File: config.mk
export PLATFORM = sky130hd
export DESIGN_NAME = branch_predictor
export DESIGN_NICKNAME = d
export VERILOG_FILES = /design/src/rtl/branch_predictor_pkg.sv /design/src/rtl/branch_predictor_sat_ctr2.sv /design/src/rtl/branch_predictor.sv
export SDC_FILE = /design/constraint.sdc
export NUM_CORES = 1
export LEC_CHECK = 0
export ABC_CLOCK_PERIOD_IN_PS = 4900
export CORE_MARGIN = 2
export CORE_UTILIZATION = 49
export CTS_CLUSTER_DIAMETER = 50
export CTS_CLUSTER_SIZE = 40
export DETAILED_ROUTE_END_ITERATION = 10
export GPL_TIMING_DRIVEN = 0
export PLACE_DENSITY = 0.78
export SYNTH_ARGS = -nofsm -noshare
export SYNTH_HDL_FRONTEND = slang
export SYNTH_SLANG_ARGS = --single-unit
export TNS_END_PERCENT = 10
File: constraint.sdc
create_clock -name clk -period 4.9 [get_ports clk]
set_clock_uncertainty 0.15 [all_clocks]
set_input_delay 0.735 -clock clk [delete_from_list [all_inputs] [get_ports clk]]
set_output_delay 0.735 -clock clk [all_outputs]
set_load 0.01 [all_outputs]
File: src/rtl/branch_predictor_pkg.sv
// Shared core definitions for the branch predictor: counter encodings and default width.
package branch_predictor_pkg;

  localparam int unsigned DEF_XLEN = 32;

  typedef enum logic [1:0] {
    SNT = 2'b00,
    WNT = 2'b01,
    WT  = 2'b10,
    ST  = 2'b11
  } ctr_e;

endpackage

File: src/rtl/branch_predictor_sat_ctr2.sv
// Combinational next state of a 2-bit saturating taken/not-taken counter.
module sat_ctr2
  import branch_predictor_pkg::*;
(
  input  ctr_e ctr_i,
  input  logic tkn_i,
  output ctr_e ctr_o
);

  always_comb begin
    ctr_o = ctr_i;
    unique case (ctr_i)
      SNT:     ctr_o = tkn_i ? WNT : SNT;
      WNT:     ctr_o = tkn_i ? WT  : SNT;
      WT:      ctr_o = tkn_i ? ST  : WNT;
      ST:      ctr_o = tkn_i ? ST  : WT;
      default: ctr_o = ctr_i;
    endcase
  end

endmodule

File: src/rtl/branch_predictor.sv
// Direct-mapped BTB with 2-bit counters: one registered lookup and one update per cycle.
module branch_predictor
  import branch_predictor_pkg::*;
#(
  parameter int unsigned XLEN    = DEF_XLEN,
  parameter int unsigned ENTRIES = 16
) (
  input  logic            clk,
  input  logic            rst,
  input  logic            req_vld,
  input  logic [XLEN-1:0] req_pc,
  output logic            pred_vld,
  output logic            pred_tkn,
  output logic [XLEN-1:0] pred_tgt,
  input  logic            upd_vld,
  input  logic [XLEN-1:0] upd_pc,
  input  logic            upd_is_br,
  input  logic            upd_is_jmp,
  input  logic            upd_tkn,
  input  logic [XLEN-1:0] upd_tgt
);

  localparam int unsigned IDXW = $clog2(ENTRIES);
  localparam int unsigned TAGW = XLEN - IDXW - 2;

  logic            valid_q [ENTRIES];
  logic [TAGW-1:0] tag_q   [ENTRIES];
  logic [XLEN-1:0] tgt_q   [ENTRIES];
  logic            jmp_q   [ENTRIES];
  ctr_e            ctr_q   [ENTRIES];

  logic            pred_vld_q, pred_vld_d;
  logic            pred_tkn_q, pred_tkn_d;
  logic [XLEN-1:0] pred_tgt_q, pred_tgt_d;

  logic [IDXW-1:0] req_idx;
  logic [TAGW-1:0] req_tag;
  logic            req_hit;
  logic            req_tkn;

  logic [IDXW-1:0] upd_idx;
  logic [TAGW-1:0] upd_tag;
  logic            upd_en;
  logic            upd_hit;
  logic            wr_en;
  ctr_e            ctr_next;
  ctr_e            new_ctr;
  logic            new_jmp;
  logic [XLEN-1:0] new_tgt;

  // Byte-offset bits never take part in indexing or tagging.
  logic unused_ok;
  assign unused_ok = ^{req_pc[1:0], upd_pc[1:0]};

  assign req_idx = req_pc[IDXW+1:2];
  assign req_tag = req_pc[XLEN-1:IDXW+2];
  assign upd_idx = upd_pc[IDXW+1:2];
  assign upd_tag = upd_pc[XLEN-1:IDXW+2];

  // Lookup reads the registered table, so a same-cycle update is not visible yet.
  always_comb begin
    req_hit    = valid_q[req_idx] && (tag_q[req_idx] == req_tag);
    req_tkn    = req_hit && (jmp_q[req_idx] || (ctr_q[req_idx] == WT) || (ctr_q[req_idx] == ST));
    pred_vld_d = req_vld;
    pred_tkn_d = req_vld && req_tkn;
    pred_tgt_d = req_tkn ? tgt_q[req_idx] : XLEN'(req_pc + XLEN'(4));
  end

  always_ff @(posedge clk or posedge rst) begin
    if (rst) begin
      pred_vld_q <= 1'b0;
      pred_tkn_q <= 1'b0;
      pred_tgt_q <= '0;
    end else begin
      pred_vld_q <= pred_vld_d;
      pred_tkn_q <= pred_tkn_d;
      pred_tgt_q <= pred_tgt_d;
    end
  end

  assign pred_vld = pred_vld_q;
  assign pred_tkn = pred_tkn_q;
  assign pred_tgt = pred_tgt_q;

  sat_ctr2 u_ctr (
    .ctr_i (ctr_q[upd_idx]),
    .tkn_i (upd_tkn),
    .ctr_o (ctr_next)
  );

  // Jumps win over branches; a jump-flagged entry is pinned at strongly taken.
  always_comb begin
    upd_en  = upd_vld && (upd_is_br || upd_is_jmp);
    upd_hit = valid_q[upd_idx] && (tag_q[upd_idx] == upd_tag);
    wr_en   = upd_en && (upd_hit || upd_tkn);
    new_tgt = tgt_q[upd_idx];
    new_jmp = jmp_q[upd_idx];
    new_ctr = ctr_next;
    if (!upd_hit) begin
      new_tgt = upd_tgt;
      new_jmp = upd_is_jmp;
      new_ctr = upd_is_jmp ? ST : WT;
    end else begin
      if (upd_tkn) begin
        new_tgt = upd_tgt;
        new_jmp = upd_is_jmp;
      end
      if (new_jmp) begin
        new_ctr = ST;
      end
    end
  end

  always_ff @(posedge clk or posedge rst) begin
    if (rst) begin
      for (int i = 0; i < int'(ENTRIES); i++) begin
        valid_q[i] <= 1'b0;
        ctr_q[i]   <= WNT;
      end
    end else if (wr_en) begin
      valid_q[upd_idx] <= 1'b1;
      ctr_q[upd_idx]   <= new_ctr;
    end
  end

  // Payload fields are only observed behind a set valid bit, so they carry no reset.
  always_ff @(posedge clk) begin
    if (wr_en) begin
      tag_q[upd_idx] <= upd_tag;
      tgt_q[upd_idx] <= new_tgt;
      jmp_q[upd_idx] <= new_jmp;
    end
  end

endmodule

==> impl_metrics.json <==
{
  "grt_max_degree": 61,
  "cts_tree": "done",
  "synth_warnings": 0,
  "cts-root-buf": "clkbuf_16",
  "drive_above_1_share_pct": 34.69,
  "synth_cell_types": 66,
  "critPathRequiredTime_ns": 5.28,
  "cp_max_fo": 10,
  "h-tree-depth": 3,
  "clockBufferDepth": 3,
  "outcome": "finished, violations left",
  "clock_latency_ns": 0.70,
  "io_pins": 137,
  "overflow": 0,
  "antenna_found_initial": 14,
  "synth-seq-cells": 1026,
  "wire_per_inst_um": 35.45,
  "cts_num_sinks": 1026,
  "holdWs_ns": 0.2479,
  "preCtsSetupSlack_ns": -1.802,
  "vias": 25170,
  "critPathKind": "input pin to flop",
  "synthArstFlopShare_pct": 7.992,
  "power_mw": 19.61,
  "first_pass_iters": 5,
  "initial_core_util_pct": 49.34,
  "core_sq_um": 89870,
  "syn-cell-area_sq_um": 44350,
  "syn_to_final_growth_pct": 17.60,
  "placementRows": 110,
  "wirelength_mm": 130.8,
  "slew_headroom_pct": 11.84,
  "synthTopCellsByArea": "edfxtp_1, mux4_2, dfrtp_1",
  "gp_congestion": 0.9583,
  "ys.flop_type": "edfxtp_1",
  "portBuffers": 129,
  "layout_min_cycle_time_ns": 5.073,
  "cp.arrival_ns": 5.46,
  "postLayoutCoreUtil_pct": 58.03,
  "critPathLaunchType": "input pin",
  "grt_pass1_wl_mm": 185.5,
  "total_leakage_power_nw": 16.93,
  "cts_buffers": 97,
  "grt_pass1_vias": 25804,
  "rsz0062_at_grt": "yes",
  "synth-edff-count": 944,
  "clk_pin_slew_ns": 0.08,
  "die_w_um": 304.8,
  "drv_cap": 0,
  "synth_top_area_share_pct": 63.92,
  "grt_usage_pct": 28.16,
  "synth_cells": 2111,
  "syn-num-nets": 2215,
  "finalHoldViolCount": 0,
  "dieHeight_um": 304.8,
  "setup_ws_ns": -0.1734,
  "fmax_ghz": 0.1971,
  "drtAntennaViolNets": 0,
  "fin_crit_sh_pct": 103.5,
  "ir_worst_vdd_uv": 370.8,
  "syn_area_per_cell_sq_um": 21.01,
  "dp_hpwl_mm": 87.25,
  "tightest_slew_ns": 1.322,
  "hold_path_class": "input pin to async pin",
  "cp-end-kind": "flop",
  "vias_per_cell": 6.821,
  "failed_checks": "setup timing",
  "first_iter_violations": 3715,
  "fin_nets": 2530,
  "drv_slew": 0,
  "yosysTopAreaCell": "edfxtp_1",
  "drcViolationCount": 0,
  "synth.yosys.seq_area_share_pct": 68.59,
  "power_density_nw_per_um2": 376.1,
  "setup_viol": 28,
  "die_area_sq_um": 92930
}
synthesized netlist by cell type (11+ instances only):
cell type	instances
a21oi_1	16
a22oi_1	24
and3_1	12
buf_1	14
buf_2	45
buf_4	13
clkbuf_1	41
dfrtp_1	66
dfstp_2	16
edfxtp_1	944
inv_1	11
mux2_1	29
mux2_2	56
mux2i_1	91
mux4_2	381
nand2_1	27
nand3_1	19
nor2_1	42
o21ai_0	21
o22ai_1	12
or2_2	17
xnor2_1	53
xor2_1	35
where the power goes:
group,switching [mW],internal [mW],total [mW]
logic,0.935,0.742,1.68
registers,0.101,9.75,9.85
clock network,3.84,4.24,8.09
path summary, 6_finish.rpt:
path	endpoint	from	cells after the start	slack, ns
setup reg to reg	tag_q[8][17]$_DFFE_PP_	tag_q[10][16]$_DFFE_PP_	11	0.49
min in group clk	valid_q[1]$_DFFE_PP0P_	valid_q[1]$_DFFE_PP0P_	1	0.35
hold reg to reg	valid_q[1]$_DFFE_PP0P_	valid_q[1]$_DFFE_PP0P_	1	0.35
max in group asynchronous	pred_tgt[12]$_DFF_PP0_	rst	3	3.64
setup / recovery	pred_tgt[19]$_DFF_PP0_	req_pc[3]	11	-0.17
hold / removal	pred_tgt[24]$_DFF_PP0_	rst	2	0.25
per-stage QoR:
step | instances | setup TNS [ns] | area [sq um]
4_1_cts | 3678 | 0 | 52060
3_3_place_gp | 3416 | -2686.63 | 47110
5_1_grt | 3687 | -2.086 | 52150
2_1_floorplan | 2111 | -13.47 | 44350
3_5_place_dp | 3476 | -702.68 | 48260
6_report | 3690 | -2.487 | 52150
sequential cells by signal, summed over array words and instances, names as in the netlist:
signal,flops
valid_q,16
pred_tkn,1
tgt_q,512
pred_tgt,32
pred_vld,1
ctr_q,32
jmp_q,16
tag_q,416
layout make-up:
cell class	count	area, sq um
clock buffer	103	2460
timing repair buffer	217	2469
clock inverter	78	1028
tap	1176	1471
fill	6266	37720
antenna	6	15.01
inverter	12	50.05
sequential	1026	30420
buffer	123	764.5
multi-input combinational	949	13480
kinds of logic after synthesis:
| logic type | after synthesis | share of synthesized area [%] |
|---|---|---|
| adder cells (fa/ha/maj) | 1 | 0.02821 |
| flip-flops | 1026 | 68.59 |
| XOR/XNOR | 88 | 1.738 |
| AND/OR/NAND/NOR | 187 | 2.610 |
| AO/OA/AOI/OAI | 116 | 1.879 |
| buffers and inverters | 136 | 1.591 |
| multiplexers | 557 | 23.56 |
per-layer routing:
layer | part of all wire (%) | routed length, um | vias up | GRT usage, %
li1 | - | - | 9634 | -
met1 | 34 | 44220 | 13061 | 35.51
met2 | 48 | 62180 | 2039 | 44.32
met3 | 13 | 17580 | 418 | 9.373
met4 | 5.1 | 6702 | 18 | 13.26
met5 | 0.086 | 113 | - | 0
cells in the final DEF (no fill, tap or decap), types with 17 or more instances in the layout:
master | Yosys | routed
o21ai_0 | 21 | 20
nand2_1 | 27 | 27
mux2_1 | 29 | 29
nor2_4 | 0 | 20
a22oi_1 | 24 | 24
mux2i_1 | 91 | 89
buf_4 | 13 | 46
dfrtp_1 | 66 | 66
xnor2_1 | 53 | 53
nand3_1 | 19 | 19
xor2_1 | 35 | 33
buf_2 | 45 | 36
buf_8 | 2 | 17
buf_6 | 9 | 37
or2_2 | 17 | 17
edfxtp_1 | 944 | 944
inv_6 | 0 | 17
clkbuf_1 | 41 | 40
clkdlybuf4s50_1 | 0 | 128
nor2_1 | 42 | 22
mux2_2 | 56 | 56
clkbuf_16 | 0 | 97
mux4_2 | 381 | 381
timing repair:
action	in CTS	in global routing
resized for setup	48	9
endpoints found under the setup margin	528	287
pin swaps	10	3
hold buffers	0	0
setup buffers	21	7
worst max-delay path, cell delays in order:
cell,delay (ns)
clkdlybuf4s50_1,0.75
clkbuf_2,0.42
clkdlybuf4s18_2,0.63
mux4_2,0.39
mux4_2,0.61
xnor2_1,0.19
nand4_1,0.15
nor4_2,0.43
nand4_4,0.33
buf_2,0.35
mux2_1,0.44
Note: power is estimated with default switching activity, not from simulation.
